===== src/rtl/wide_add_seq_pkg.sv =====
// Shared types and constants for the wide add sequencer.
// Word width, FSM encoding and fa16 latency live here.
package wide_add_pkg;

   localparam int WORD_W = 16;
   localparam int FA_LAT = 2;

   typedef enum logic [2:0] {
      IDLE  = 3'd0,
      DRIVE = 3'd1,
      PIPE  = 3'd2,
      CAPT  = 3'd3,
      DONE  = 3'd4
   } state_e;

endpackage


===== src/rtl/wide_add_seq_if.sv =====
// Request/result handshake plus the fa16 operand/sum lanes.
// The slave side is the sequencer, the master side its environment.
interface wide_add_seq_if #(
   parameter int NWORDS = 4
);

   localparam int W = wide_add_pkg::WORD_W * NWORDS;

   logic          IN_VALID;
   logic          IN_READY;
   logic [W-1:0]  OPA;
   logic [W-1:0]  OPB;
   logic          CI;
   logic [15:0]   ADD_A;
   logic [15:0]   ADD_B;
   logic          ADD_CIN;
   logic [15:0]   ADD_S;
   logic          ADD_COUT;
   logic          OUT_VALID;
   logic          OUT_READY;
   logic [W-1:0]  SUM;
   logic          CO;
   logic          OVF;

   modport slave (
      input  IN_VALID, OPA, OPB, CI,
      input  ADD_S, ADD_COUT, OUT_READY,
      output IN_READY, ADD_A, ADD_B, ADD_CIN,
      output OUT_VALID, SUM, CO, OVF
   );

   modport master (
      output IN_VALID, OPA, OPB, CI,
      output ADD_S, ADD_COUT, OUT_READY,
      input  IN_READY, ADD_A, ADD_B, ADD_CIN,
      input  OUT_VALID, SUM, CO, OVF
   );

endinterface


===== src/rtl/wide_add_seq.sv =====
// Slices a wide add into 16-bit words for an external registered
// fa16, rippling its carry word by word, LSW first.
module wide_add_seq
   import wide_add_pkg::*;
#(
   parameter int NWORDS = 4
) (
   input  logic           CLK,
   input  logic           RSTN,
   wide_add_seq_if.slave  bus
);

   localparam int W  = WORD_W * NWORDS;
   localparam int IW = 3;
   localparam int PW = 2;

   state_e          state_q, state_d;
   logic [IW-1:0]   idx_q, idx_d;
   logic [PW-1:0]   pcnt_q, pcnt_d;
   logic [W-1:0]    opa_q, opa_d;
   logic [W-1:0]    opb_q, opb_d;
   logic            ci_q, ci_d;
   logic            carry_q, carry_d;
   logic [W-1:0]    sum_q, sum_d;
   logic            co_q, co_d;
   logic            ovf_q, ovf_d;
   logic            out_valid_q, out_valid_d;
   logic [15:0]     add_a, add_b;

   always_comb begin
      add_a = '0;
      add_b = '0;
      for (int i = 0; i < NWORDS; i++) begin
         if (idx_q == IW'(i)) begin
            add_a = opa_q[i*WORD_W +: WORD_W];
            add_b = opb_q[i*WORD_W +: WORD_W];
         end
      end
   end

   assign bus.ADD_A     = add_a;
   assign bus.ADD_B     = add_b;
   assign bus.ADD_CIN   = (idx_q == '0) ? ci_q : carry_q;
   assign bus.IN_READY  = (state_q == IDLE);
   assign bus.OUT_VALID = out_valid_q;
   assign bus.SUM       = sum_q;
   assign bus.CO        = co_q;
   assign bus.OVF       = ovf_q;

   always_comb begin
      state_d     = state_q;
      idx_d       = idx_q;
      pcnt_d      = pcnt_q;
      opa_d       = opa_q;
      opb_d       = opb_q;
      ci_d        = ci_q;
      carry_d     = carry_q;
      sum_d       = sum_q;
      co_d        = co_q;
      ovf_d       = ovf_q;
      out_valid_d = out_valid_q;
      unique case (state_q)
         IDLE: begin
            if (bus.IN_VALID) begin
               opa_d   = bus.OPA;
               opb_d   = bus.OPB;
               ci_d    = bus.CI;
               idx_d   = '0;
               sum_d   = '0;
               state_d = DRIVE;
            end
         end
         DRIVE: begin
            pcnt_d  = '0;
            state_d = PIPE;
         end
         // PIPE spans the fa16 stages after its input register
         PIPE: begin
            if (pcnt_q == PW'(FA_LAT - 2)) begin
               state_d = CAPT;
            end else begin
               pcnt_d = pcnt_q + 1'b1;
            end
         end
         CAPT: begin
            for (int i = 0; i < NWORDS; i++) begin
               if (idx_q == IW'(i)) begin
                  sum_d[i*WORD_W +: WORD_W] = bus.ADD_S;
               end
            end
            carry_d = bus.ADD_COUT;
            if (idx_q == IW'(NWORDS - 1)) begin
               co_d        = bus.ADD_COUT;
               ovf_d       = (opa_q[W-1] == opb_q[W-1]) &&
                             (bus.ADD_S[15] != opa_q[W-1]);
               out_valid_d = 1'b1;
               state_d     = DONE;
            end else begin
               idx_d   = idx_q + 1'b1;
               state_d = DRIVE;
            end
         end
         DONE: begin
            if (bus.OUT_READY) begin
               out_valid_d = 1'b0;
               state_d     = IDLE;
            end
         end
         default: state_d = IDLE;
      endcase
   end

   always_ff @(posedge CLK or negedge RSTN) begin
      if (!RSTN) begin
         state_q     <= IDLE;
         idx_q       <= '0;
         pcnt_q      <= '0;
         opa_q       <= '0;
         opb_q       <= '0;
         ci_q        <= 1'b0;
         carry_q     <= 1'b0;
         sum_q       <= '0;
         co_q        <= 1'b0;
         ovf_q       <= 1'b0;
         out_valid_q <= 1'b0;
      end else begin
         state_q     <= state_d;
         idx_q       <= idx_d;
         pcnt_q      <= pcnt_d;
         opa_q       <= opa_d;
         opb_q       <= opb_d;
         ci_q        <= ci_d;
         carry_q     <= carry_d;
         sum_q       <= sum_d;
         co_q        <= co_d;
         ovf_q       <= ovf_d;
         out_valid_q <= out_valid_d;
      end
   end

endmodule


===== src/flat_wrapper.sv =====
// flat-port wrapper written by rule: the top's interface ports become plain ports
module wide_add_seq_flat import wide_add_pkg::*;
#(
   parameter int NWORDS = 4
)
  (CLK, RSTN, bus_IN_VALID, bus_OPA, bus_OPB, bus_CI, bus_ADD_S, bus_ADD_COUT, bus_OUT_READY, bus_IN_READY, bus_ADD_A, bus_ADD_B, bus_ADD_CIN, bus_OUT_VALID, bus_SUM, bus_CO, bus_OVF);
  wide_add_seq_if #(.NWORDS(NWORDS)) bus_i ();
  input  logic CLK;
  input  logic RSTN;
  input wire logic [$bits(bus_i.IN_VALID)-1:0] bus_IN_VALID;
  input wire logic [$bits(bus_i.OPA)-1:0] bus_OPA;
  input wire logic [$bits(bus_i.OPB)-1:0] bus_OPB;
  input wire logic [$bits(bus_i.CI)-1:0] bus_CI;
  input wire logic [$bits(bus_i.ADD_S)-1:0] bus_ADD_S;
  input wire logic [$bits(bus_i.ADD_COUT)-1:0] bus_ADD_COUT;
  input wire logic [$bits(bus_i.OUT_READY)-1:0] bus_OUT_READY;
  output wire logic [$bits(bus_i.IN_READY)-1:0] bus_IN_READY;
  output wire logic [$bits(bus_i.ADD_A)-1:0] bus_ADD_A;
  output wire logic [$bits(bus_i.ADD_B)-1:0] bus_ADD_B;
  output wire logic [$bits(bus_i.ADD_CIN)-1:0] bus_ADD_CIN;
  output wire logic [$bits(bus_i.OUT_VALID)-1:0] bus_OUT_VALID;
  output wire logic [$bits(bus_i.SUM)-1:0] bus_SUM;
  output wire logic [$bits(bus_i.CO)-1:0] bus_CO;
  output wire logic [$bits(bus_i.OVF)-1:0] bus_OVF;
  assign bus_i.IN_VALID = bus_IN_VALID;
  assign bus_i.OPA = bus_OPA;
  assign bus_i.OPB = bus_OPB;
  assign bus_i.CI = bus_CI;
  assign bus_i.ADD_S = bus_ADD_S;
  assign bus_i.ADD_COUT = bus_ADD_COUT;
  assign bus_i.OUT_READY = bus_OUT_READY;
  assign bus_IN_READY = bus_i.IN_READY;
  assign bus_ADD_A = bus_i.ADD_A;
  assign bus_ADD_B = bus_i.ADD_B;
  assign bus_ADD_CIN = bus_i.ADD_CIN;
  assign bus_OUT_VALID = bus_i.OUT_VALID;
  assign bus_SUM = bus_i.SUM;
  assign bus_CO = bus_i.CO;
  assign bus_OVF = bus_i.OVF;
  wide_add_seq #(.NWORDS(NWORDS)) u_core (.CLK(CLK), .RSTN(RSTN), .bus(bus_i));
endmodule

===== config.mk =====
export PLATFORM = sky130hd
export DESIGN_NAME = wide_add_seq_flat
export DESIGN_NICKNAME = d
export VERILOG_FILES = /design/src/rtl/wide_add_seq_pkg.sv /design/src/rtl/wide_add_seq_if.sv /design/src/rtl/wide_add_seq.sv /design/src/flat_wrapper.sv
export SDC_FILE = /design/constraint.sdc
export NUM_CORES = 1
export LEC_CHECK = 0
export CAP_MARGIN = 20
export CORE_ASPECT_RATIO = 0.6
export CORE_MARGIN = 1
export CORE_UTILIZATION = 30
export DETAILED_ROUTE_END_ITERATION = 8
export DONT_BUFFER_PORTS = 1
export PLACE_DENSITY = 0.47
export SETUP_SLACK_MARGIN = 0.1
export SLEW_MARGIN = 20
export SYNTH_ARGS = -nofsm -noshare
export SYNTH_HDL_FRONTEND = slang
export SYNTH_SLANG_ARGS = --single-unit

===== constraint.sdc =====
create_clock -name CLK -period 1.85 [get_ports CLK]
set_input_delay 0.185 -clock CLK [delete_from_list [all_inputs] [get_ports CLK]]
set_output_delay 0.185 -clock CLK [all_outputs]
set_load 0.05 [all_outputs]

* Word level (Yosys, flattened, before mapping)
Cells that the tools add are included.
Widths: inputs -> output; s select.
** Cells by class
- Add/subtract/negate cells :: 2
- Eq/ne operators :: 18
- Multiplexer cells :: 28
- Reductions and logical operators :: 17
** Operator list (number)
- $mux 16 :: 12
- $pmux 64 s2 :: 1
- $mux 64 :: 1
- $reduce_and 3->1 :: 7
- $mux 3 :: 6
- $pmux 3 s5 :: 1
- $eq 3x2->1 const B :: 4
- $ne 2x1->1 const B :: 5
- $ne 2x2->1 const B :: 4
- $eq 3x1->1 const B :: 2
- $logic_not 3->1 :: 2
- $pmux 3 s2 :: 1
- $reduce_and 2->1 :: 3
- $reduce_bool 2->1 :: 3
- $pmux 2 s2 :: 1
- $add 3x1->3 const B :: 1
- $eq 3x3->1 const B :: 1
- $mux 1 :: 3
- $add 2x1->2 const B :: 1
- $logic_not 2->1 :: 1
- $mux 2 :: 1
- $pmux 1 s2 :: 1
- $eq 1x1->1 :: 1
- $logic_and 1x1->1 :: 1
- $ne 1x1->1 :: 1
** Storage, ports and cells
- Bits in registers :: 205
- Input port bits :: 150
- Output and inout port bits :: 101
- Word-level logic and storage cells :: 79

* Depth between registers and ports, before layout
Gate-level depths: netlist of the first run.
- Depth after elaboration :: 5
- Depth in mapped cells :: 8
- Mapped depth without buffers :: 5

* Worst setup path before layout of the first run
Ideal clock, no wire load.
- Path kind :: reg2out
- From :: register u_core.idx_q[0]
- To :: output port bus_ADD_A[0]
- Arrival :: 2.541 ns
- Required time :: 1.665 ns
- Slack :: -0.876 ns
- Cell stages (with the launch flop) :: 8
- Path buffers :: 2
- Cells stage by stage :: dfrtp_1 ha_1 ha_1 clkbuf_1 nor2_1 clkbuf_1 o21ai_0 o21ai_0
** Between the ends
- Word-level cells in the longest chain between the ends :: 5
- Elaborated cells on any way between the ends :: 8
- Classes of those cells :: 3 x eq/ne; 4 x mux; 1 x reduce/logical
** Ends and longest elaborated chain
- start: declaration :: RTL line wide_add_seq.sv:18 : logic [IW-1:0] idx_q, idx_d;
- start signal: assignment :: RTL line wide_add_seq.sv:128 : idx_q <= idx_d;
- $logic_not 3->1 :: RTL line wide_add_seq.sv:34 : if (idx_q == IW'(i)) begin
- $mux 16 (3 in series) :: RTL line wide_add_seq.sv:34
- $mux 16 * :: RTL line wide_add_seq.sv:34
- end: declaration :: RTL line flat_wrapper.sv:18 : output wire logic [$bits(bus_i.ADD_A)-1:0] bus_ADD_A;
Every way passes the cells marked *; elsewhere a longest branch is shown, timed or not.

* Final worst setup path of the first run
- From :: register u_core.idx_q[0]
- To :: output port bus_ADD_B[5]
** Between the ends
- Word-level cells in the longest chain between the ends :: 5
- Elaborated cells on any way between the ends :: 8
- Classes of those cells :: 3 x eq/ne; 4 x mux; 1 x reduce/logical
** Ends and longest elaborated chain
- $logic_not 3->1 :: RTL line wide_add_seq.sv:34
- $mux 16 (3 in series) :: RTL line wide_add_seq.sv:34
- $mux 16 * :: RTL line wide_add_seq.sv:34
- end: declaration :: RTL line flat_wrapper.sv:19 : output wire logic [$bits(bus_i.ADD_B)-1:0] bus_ADD_B;
Marked as above.

==> flow_summary.yaml, run 1 <==
setup_path:
  crit_slowest_cell: "dfrtp_2"
  crit_top_cell: "buf_12"
  crit_type: "flop to output port"
  worstPathRequired_ps: 1660
  cp_data_arrival_time_ps: 2250
  crit_path_end_kind: "output port"
  cp-start-kind: "flop"
  max_stage_delay_ps: 450
  path_cells: "inv_4 -> ha_4 -> nor2b_4 -> buf_12 -> clkbuf_16 -> a221oi_2 -> o21ai_4 -> buf_12"
  cp_max_fo: 5
logic_synthesis:
  synth-edff-count: 0
  avgSynthCellArea_um2: 9.05
  seq_area_frac_synth_pct: 57.5
  yosys-top-cells-count: "454 x nand2_1, 205 x dfrtp_1, 85 x o21ai_0"
  synthArstFlopShare_pct: 100
  synth.distinct_cells: 30
  syn-num-nets: 1142
  yosysTopAreaCell: "dfrtp_1"
  synth_area_leaders: "dfrtp_1 57%, nand2_1 19%, o21ai_0 4.8%"
  synth.top_cell.area_share_pct: 57.5
  ys_ff_latch: 205
  syn_area_um2: 8920
  postSynthCellCount: 986
  synth_ff_type: "dfrtp_1"
  yosys_warnings: 0
  yosysMostFrequentCell: "nand2_1"
clock_tree:
  cts_buffer_depth: 3
  clock_latency_ps: 520
  cts_tree: "done"
  clock_sinks: 205
  path_clk_slew_ps: 60
  ctsRootBufferMaster: "clkbuf_16"
  cts_inserted_buffers: 23
  holdBufCountCts: 148
  h-tree-depth: 1
sta:
  worst_pin_slew_ps: 578
  rsz0062_at_grt: "yes"
  fin_ws_ps: -581
  fin_skew_ps: 8.40
  setup_viol: 33
  hold_viol_final: 205
  finalSetupTns_ps: -16760
  hold_ws_ps: -647
  slew_headroom_pct: 61.5
  period_minus_slack_ps: 2430
  fmax_mhz: 411
  fin_crit_sh_pct: 131
  slew_violations: 0
global_routing:
  grt_max_degree: 206
  use_met2_pct: 31.0
  grt_usage_pct: 20.8
  grt_pass1_vias: 8022
  grt_use_met3_pct: 3.62
  grt_pass1_wl_um: 48600
  gr-total-overflow: 0
  antenna_found_initial: 4
  met1_usage_pct: 31.5
  grt_busiest_layer: "met1"
job:
  drv_cap: 0
worst_hold_path:
  hold_class: "primary input to asynchronous set/reset pin"
status:
  status: "finished with violations"
  violations: "negative hold slack, negative setup slack"
drt:
  drt_iter0_markers: 658
  wl_per_cell_um: 20.6
  via_count: 7866
  ant_nets: 0
  first_pass_iters: 4
  drc_errors: 0
  via_per_inst: 4.91
  wl_um: 33000
place:
  gp_congestion: 0.820
  placed_cell_area_um2: 10700
  dp_hpwl_um: 20000
  place.port_buffers: 0
floorplan:
  core_area_um2: 29000
  placementRows: 48
  start_util_pct: 30.8
  dieArea_um2: 30500
  ios: 251
  die_height_um: 136
  die_w_um: 225
final_layout:
  fin_area_um2: 13600
  final_nets: 1340
  drive_gt1_share_pct: 18.8
  areaGrowthSynthToFinish_pct: 52.2
power_and_ir_drop:
  ir_drop_v: 0.00123
  power.total_mw: 29.6
  leakage_nw: 6.30
  power_density_nw_per_um2: 2180
-- critical path: cells and delay by family (launching register included) --
family                   cells  cell delay [ps]
buffers and inverters        4              530
flip-flops                   1              450
AO/OA/AOI/OAI                2              440
adder cells (fa/ha/maj)      1              160
AND/OR/NAND/NOR              1              140
-- power by group --
part	switching [mW]	leakage, nW	internal [mW]
sequential	3.59	2.60	6.44
combinational	8.12	3.32	6.71
clock	1.98	0.376	2.78
total	13.7	6.30	15.9
-- registers in the layout (all words and copies together) (netlist names), 2 cells and up --
register        count
u_core.bus.SUM     64
u_core.idx_q        3
u_core.opa_q       64
u_core.opb_q       64
u_core.pcnt_q       2
u_core.state_q      3
-- layer usage --
metal  wire [um]  vias up
met2       14500      208
li1            -     3689
met3        1470       39
met1       16500     3930
met5           0        -
met4         503        0
-- final cells by class --
| cell class | instances | area, um2 |
|---|---|---|
| diodes | 3 | 7.51 |
| well taps | 400 | 500 |
| flip-flops and latches | 205 | 5130 |
| multi-input cells | 697 | 4140 |
| clock inverters | 7 | 96.3 |
| repair buffers | 248 | 3000 |
| clock buffers | 34 | 667 |
| fillers | 2786 | 15400 |
| inverters | 9 | 38.8 |
-- cells by family after synthesis --
kind of cell | Yosys count | synth area share, %
AO/OA/AOI/OAI | 177 | 13.4
flip-flops | 205 | 57.5
AND/OR/NAND/NOR | 509 | 22.7
XOR/XNOR | 1 | 0.0982
multiplexers | 4 | 0.505
adder cells (fa/ha/maj) | 6 | 0.841
buffers and inverters | 84 | 4.96
-- cells in the final DEF (no fill, tap or decap), types with 12 or more instances in the layout --
master / netlist / final
clkbuf_16: 0 / 27
buf_4: 0 / 33
buf_12: 0 / 46
dlygate4sd3_1: 0 / 148
dfrtp_1: 205 / 201
o21ai_1: 0 / 22
a221oi_2: 0 / 19
o21ai_4: 0 / 35
nand2_1: 454 / 454
o21ai_0: 85 / 22
buf_6: 13 / 12
a22o_1: 34 / 34
o211ai_1: 16 / 16
nand3_1: 32 / 32
-- per-stage QoR --
step           hold WS [ps]  utilization, %  instances  setup WS, ps
2_1_floorplan          -111               -        986         -22.1
3_3_place_gp           -106            36.7       1391          -198
3_5_place_dp           -105            36.7       1391          -224
4_1_cts                -661            45.4       1586          -553
5_1_grt                -668            46.8       1602          -661
6_report               -647            46.8       1603          -581
-- repair_timing --
action / in CTS / in global routing
setup buffers: 5 / 8
setup endpoints to repair: 67 / 135
pin swaps: 10 / 18
gates resized for setup: 56 / 40
hold endpoints to repair: 404 / 205
cloned: 1 / 6
-- final timing paths --
check	startpoint	end	slack [ps]	cells after the start
max in group asynchronous	RSTN	u_core.idx_q[0]	1960	0
hold reg to reg	u_core.opb_q[61]	u_core.opb_q[61]	480	2
setup / recovery	u_core.idx_q[0]	bus_ADD_B[5]	-580	8
hold / removal	RSTN	u_core.bus.SUM[29]	-650	0
min in group CLK	bus_ADD_S[15]	u_core.bus.OVF	40	3
setup reg to reg	u_core.idx_q[0]	u_core.bus.SUM[43]	50	7
Note: power is estimated with default switching activity, not from simulation.
==> run 2: changes to the inputs <==
--- a/config.mk
+++ b/config.mk
@@ -11,7 +11,7 @@
 export CORE_UTILIZATION = 30
 export DETAILED_ROUTE_END_ITERATION = 8
 export DONT_BUFFER_PORTS = 1
-export PLACE_DENSITY = 0.47
+export PLACE_DENSITY = 0.48
 export SETUP_SLACK_MARGIN = 0.1
 export SLEW_MARGIN = 20
 export SYNTH_ARGS = -nofsm -noshare
==> run 2 against run 1 <==
  * The flow still finishes with violations (negative hold slack, negative setup slack)
  * Largest power group unchanged
  * Clock-buffer cell count is 3 lower
  * Core utilization is 1.1 points higher
  * Hold slack worse by 7.3 ps
  * Clock skew is 15 ps higher
  * Setup slack better by 27 ps
  * Sequential power hardly changed
  * Combinational power is 5% higher
  * Highest routed layer is now met5
  * Power is 2.4% higher
  * Critical path type unchanged
==> flow_summary.yaml, run 2 (synthesis gave the netlist of run 1 again) <==
status:
  status: "finished with violations"
  violations: "negative hold slack, negative setup slack"
final_layout:
  mostFrequentLayoutCell: "nand2_1"
  drive_gt1_share_pct: 20.7
  areaGrowthSynthToFinish_pct: 55.7
  finalNonFillerCells: 1601
  final_nets: 1341
  fillers: 2689
  most-common-layout-cells: "452 x nand2_1, 202 x dfrtp_1, 148 x dlygate4sd3_1"
  multi_input_area_um2: 4370
  seqCellArea_um2: 5130
setup_path:
  cp-start-kind: "flop"
  reg2reg_slack_ps: -60
  crit_type: "flop to output port"
  worstReg2RegStart: "u_core.idx_q[0]"
  r2r_end: "u_core.bus.SUM[36]"
  crit_path_end_kind: "output port"
  cp_max_fo: 5
  worstPathRequired_ps: 1660
  reg2reg_depth: 7
  cp_data_arrival_time_ps: 2220
drt:
  first_pass_iters: 5
  wl_um: 31900
  via_per_inst: 4.93
  drt_iter0_markers: 668
  ant_nets: 0
  via_count: 7896
  wl_per_cell_um: 19.9
  drc_errors: 0
clock_tree:
  holdBufCountCts: 148
  clock_latency_ps: 530
  path_clk_slew_ps: 60
  ctsRootBufferMaster: "clkbuf_16"
  cts_tree: "done"
  clock_sinks: 205
  cts_inserted_buffers: 22
  cts_buffer_depth: 3
  h-tree-depth: 1
job:
  drv_cap: 0
global_routing:
  grt_use_met3_pct: 4.29
  met1_usage_pct: 29.8
  use_met2_pct: 31.2
  grt_busiest_layer: "met2"
  grt_pass1_vias: 8025
  gr-total-overflow: 0
  grt_max_degree: 206
  grt_pass1_wl_um: 47800
  antenna_found_initial: 2
  grt_usage_pct: 20.4
sta:
  slew_violations: 0
  hold_viol_final: 205
  hold_ws_ps: -654
  rsz0062_at_grt: "yes"
  fmax_mhz: 416
  slew_headroom_pct: 64.2
  fin_ws_ps: -555
  worst_pin_slew_ps: 537
  period_minus_slack_ps: 2400
  setup_viol: 49
  fin_skew_ps: 23.7
  fin_crit_sh_pct: 130
power_and_ir_drop:
  leakage_nw: 6.39
  ir_drop_v: 0.00113
  power.total_mw: 30.3
  power_density_nw_per_um2: 2180
place:
  gp_congestion: 0.806
  place.port_buffers: 0
  dp_hpwl_um: 19300
  dp_cells: 1387
floorplan:
  ios: 251
  start_util_pct: 30.8
  die_height_um: 136
  placementRows: 48
  core_area_um2: 29000
  die_w_um: 225
  dieArea_um2: 30500
worst_hold_path:
  hold_class: "primary input to asynchronous set/reset pin"
## run 2: cell count changes in the layout (fill, tap and decap cells not counted), moves of 6 or more
cell and delta:
o21ai_2 +16, o21ai_1 -15, a221oi_4 +14, a221oi_2 -11, buf_12 +6, buf_4 -6
## run 2: worst max-delay path: stages, from the launching register on
cell and delay, ps:
dfrtp_2 450, ha_2 200, ha_4 170, nor2_4 170, buf_6 140, clkbuf_16 130
o21ai_2 70, o21ai_4 210, buf_12 160
## run 2: worst max-delay path by stage
stage | depth (start not counted) | from | endpoint
after detailed placement | 7 | u_core.idx_q[0] | bus_ADD_B[14]
final | 8 | u_core.idx_q[0] | bus_ADD_A[5]
after global placement | 7 | u_core.idx_q[0] | bus_ADD_B[14]
after global routing | 8 | u_core.idx_q[0] | bus_ADD_B[8]
after floorplan | 7 | u_core.idx_q[1] | bus_ADD_A[0]
after CTS | 8 | u_core.idx_q[0] | bus_ADD_B[14]
## run 2: stage by stage
step,util (%),hold WS [ps],setup TNS [ps],setup slack (ps),area [um2]
3_3_place_gp,36.7,-106,-1210,-199,10600
3_5_place_dp,36.7,-104,-1640,-220,10600
5_1_grt,47.9,-670,-22180,-634,13900
6_report,47.9,-654,-17320,-555,13900
2_1_floorplan,-,-111,-486,-22.1,9390
4_1_cts,46.7,-667,-16830,-559,13500
## run 2: metal layers
layer	share of wire, %	vias to the layer above
met3	5.9	35
met4	1.3	2
met2	45	234
met5	0.038	-
met1	48	3927
li1	-	3698
## run 2: power by group
part | switching, mW | internal [mW] | leakage [nW]
clock network | 1.95 | 2.68 | 0.363
logic | 8.34 | 7.22 | 3.43
registers | 3.71 | 6.44 | 2.60
## run 2: cell type report
cell class / instances / share of cell area, %
Antenna cell: 1 / 0.0180
Clock buffer: 31 / 4.58
Clock inverter: 8 / 0.675
Inverter: 9 / 0.261
Multi-Input combinational cell: 697 / 31.5
Sequential cell: 205 / 37.0
Tap cell: 400 / 3.60
Timing Repair Buffer: 250 / 22.5
## run 2: what timing repair did
action                     CTS  global route
buffers inserted             7            12
gates cloned                 2             5
resized for setup          120            31
hold endpoints to repair   404           205
pin swaps                    7            23
setup endpoints to repair   67            91
==> run 3: changes to the inputs <==
--- a/config.mk
+++ b/config.mk
@@ -8,10 +8,10 @@
 export CAP_MARGIN = 20
 export CORE_ASPECT_RATIO = 0.6
 export CORE_MARGIN = 1
-export CORE_UTILIZATION = 30
+export CORE_UTILIZATION = 50
 export DETAILED_ROUTE_END_ITERATION = 8
 export DONT_BUFFER_PORTS = 1
-export PLACE_DENSITY = 0.48
+export PLACE_DENSITY = 0.71
 export SETUP_SLACK_MARGIN = 0.1
 export SLEW_MARGIN = 20
 export SYNTH_ARGS = -nofsm -noshare
==> run 3 against run 2 <==
  * The flow still finishes with violations (negative hold slack, negative setup slack)
  * Register-to-register slack improved by 130 ps
  * Clock-buffer cell count decreased by 3
  * Sequential share of layout area increased by 2.2 points
  * Critical path depth down 1
  * Combinational power shrank 7%
  * Power fell by 5.6%
  * Clock power shrank 10%
  * Global-route usage grew 12 points
  * Largest cell class unchanged
==> flow_summary.yaml, run 3 (synthesis gave the netlist of run 1 again) <==
status:
  status: "finished with violations"
  violations: "negative hold slack, negative setup slack"
setup_path:
  crit_path_end_kind: "output port"
  crit_slowest_cell: "dfrtp_2"
  cp_data_arrival_time_ps: 2190
  cp-start-kind: "flop"
  reg2reg_slack_ps: 70
  crit_top_cell: "buf_4"
  worstReg2RegStart: "u_core.idx_q[0]"
  path_cells: "buf_4 -> ha_2 -> buf_4 -> a221oi_1 -> buf_4 -> o21ai_4 -> buf_12"
  reg2reg_depth: 6
  max_stage_delay_ps: 460
  cp_max_fo: 12
  r2r_end: "u_core.bus.SUM[43]"
  crit_type: "flop to output port"
  worstPathRequired_ps: 1660
place:
  placed_cell_area_um2: 10600
  dp_cells: 1245
  place.port_buffers: 0
  place_ws_ps: -64.5
  dp_hpwl_um: 17400
  gp_congestion: 0.836
drt:
  drt_iter0_markers: 868
  via_per_inst: 5.85
  wl_per_cell_um: 21.0
  wl_um: 30100
  drc_errors: 0
  first_pass_iters: 5
  ant_nets: 0
  via_count: 8379
power_and_ir_drop:
  power_density_nw_per_um2: 2180
  ir_drop_v: 0.00113
  power.total_mw: 28.6
  leakage_nw: 6.22
sta:
  slew_headroom_pct: 65.5
  fin_ws_ps: -521
  rsz0062_at_grt: "yes"
  worst_pin_slew_ps: 518
  fin_crit_sh_pct: 128
  hold_viol_final: 205
  fmax_mhz: 422
  setup_viol: 33
  fin_skew_ps: 15.4
  period_minus_slack_ps: 2370
  hold_ws_ps: -611
  finalSetupTns_ps: -15180
  slew_violations: 0
final_layout:
  mostFrequentLayoutCell: "nand2_1"
  final_nets: 1339
  fillers: 1106
  drive_gt1_share_pct: 19.7
  areaGrowthSynthToFinish_pct: 46.9
  finalNonFillerCells: 1433
  fin_area_um2: 13100
  final_util_pct: 75.7
  most-common-layout-cells: "454 x nand2_1, 203 x dfrtp_1, 148 x dlygate4sd3_1"
floorplan:
  die_w_um: 174
  dieArea_um2: 18400
  core_area_um2: 17300
  ios: 251
  die_height_um: 105
  placementRows: 37
  start_util_pct: 51.5
clock_tree:
  ctsRootBufferMaster: "clkbuf_16"
  cts_buffer_depth: 3
  cts_inserted_buffers: 20
  cts_tree: "done"
  holdBufCountCts: 148
  clock_sinks: 205
  path_clk_slew_ps: 70
  clock_latency_ps: 490
  h-tree-depth: 1
worst_hold_path:
  hold_class: "primary input to asynchronous set/reset pin"
global_routing:
  grt_pass1_wl_um: 46300
  grt_pass1_vias: 8590
  antenna_found_initial: 3
  grt_max_degree: 206
  gr-total-overflow: 0
  grt_usage_pct: 32.1
job:
  drv_cap: 0
run 3: cell types whose count changed in the layout (fill, tap and decap cells not counted), sizes merged:
cell / previous run / this run
buf: 98 / 99
inv: 10 / 9
bufinv: 2 / 1
clkinvlp: 0 / 1
clkbuf: 35 / 31
clkinv: 5 / 4
diode: 1 / 4
run 3: critical path, delay by kind of cell, from the launching register on:
kind / cells / cell delay, ps
buffers and inverters: 4 / 690
DFF: 1 / 460
AOI/OAI and AO/OA: 2 / 330
adders and majority gates: 1 / 200
run 3: worst max-delay path by stage:
stage | from | endpoint | slack (ps) | depth (start not counted)
4_1_cts | u_core.idx_q[0] | bus_ADD_A[13] | -510 | 7
3_3_place_gp | u_core.idx_q[1] | bus_ADD_B[15] | -110 | 6
2_1_floorplan | u_core.idx_q[1] | bus_ADD_A[0] | -20 | 7
5_1_grt | u_core.idx_q[1] | bus_ADD_A[15] | -610 | 7
6_report | u_core.idx_q[1] | bus_ADD_A[15] | -520 | 7
3_5_place_dp | u_core.idx_q[1] | bus_ADD_B[15] | -60 | 6
run 3: cell type report:
| cell class | count | area [um2] | share of cell area, % |
|---|---|---|---|
| antenna | 4 | 10.0 | 0.0763 |
| clock buffer | 28 | 602 | 4.59 |
| clock inverter | 6 | 57.6 | 0.439 |
| inverter | 9 | 36.3 | 0.277 |
| multi-input combinational | 697 | 4090 | 31.2 |
| sequential | 205 | 5130 | 39.1 |
| tap | 234 | 293 | 2.23 |
| timing repair buffer | 250 | 2890 | 22.1 |
run 3: power by group:
part	internal (mW)	switching (mW)	leakage (nW)
clock	2.40	1.75	0.327
sequential	6.44	3.57	2.60
combinational	6.42	8.04	3.29
run 3: repair_timing:
item | 4_1_cts | 5_1_grt
pin swaps | 1 | 3
resized for setup | 40 | 48
setup endpoints to repair | 34 | 117
gates cloned | 0 | 3
hold endpoints to repair | 404 | 205
setup buffers | 2 | 2
run 3: per-layer routing:
layer,vias up,GRT usage (%),wire length [um]
met3,79,7.86,2750
met2,465,50.5,13900
li1,3684,-,-
met1,4151,43.9,12600
met4,0,9.84,928
met5,-,0,0
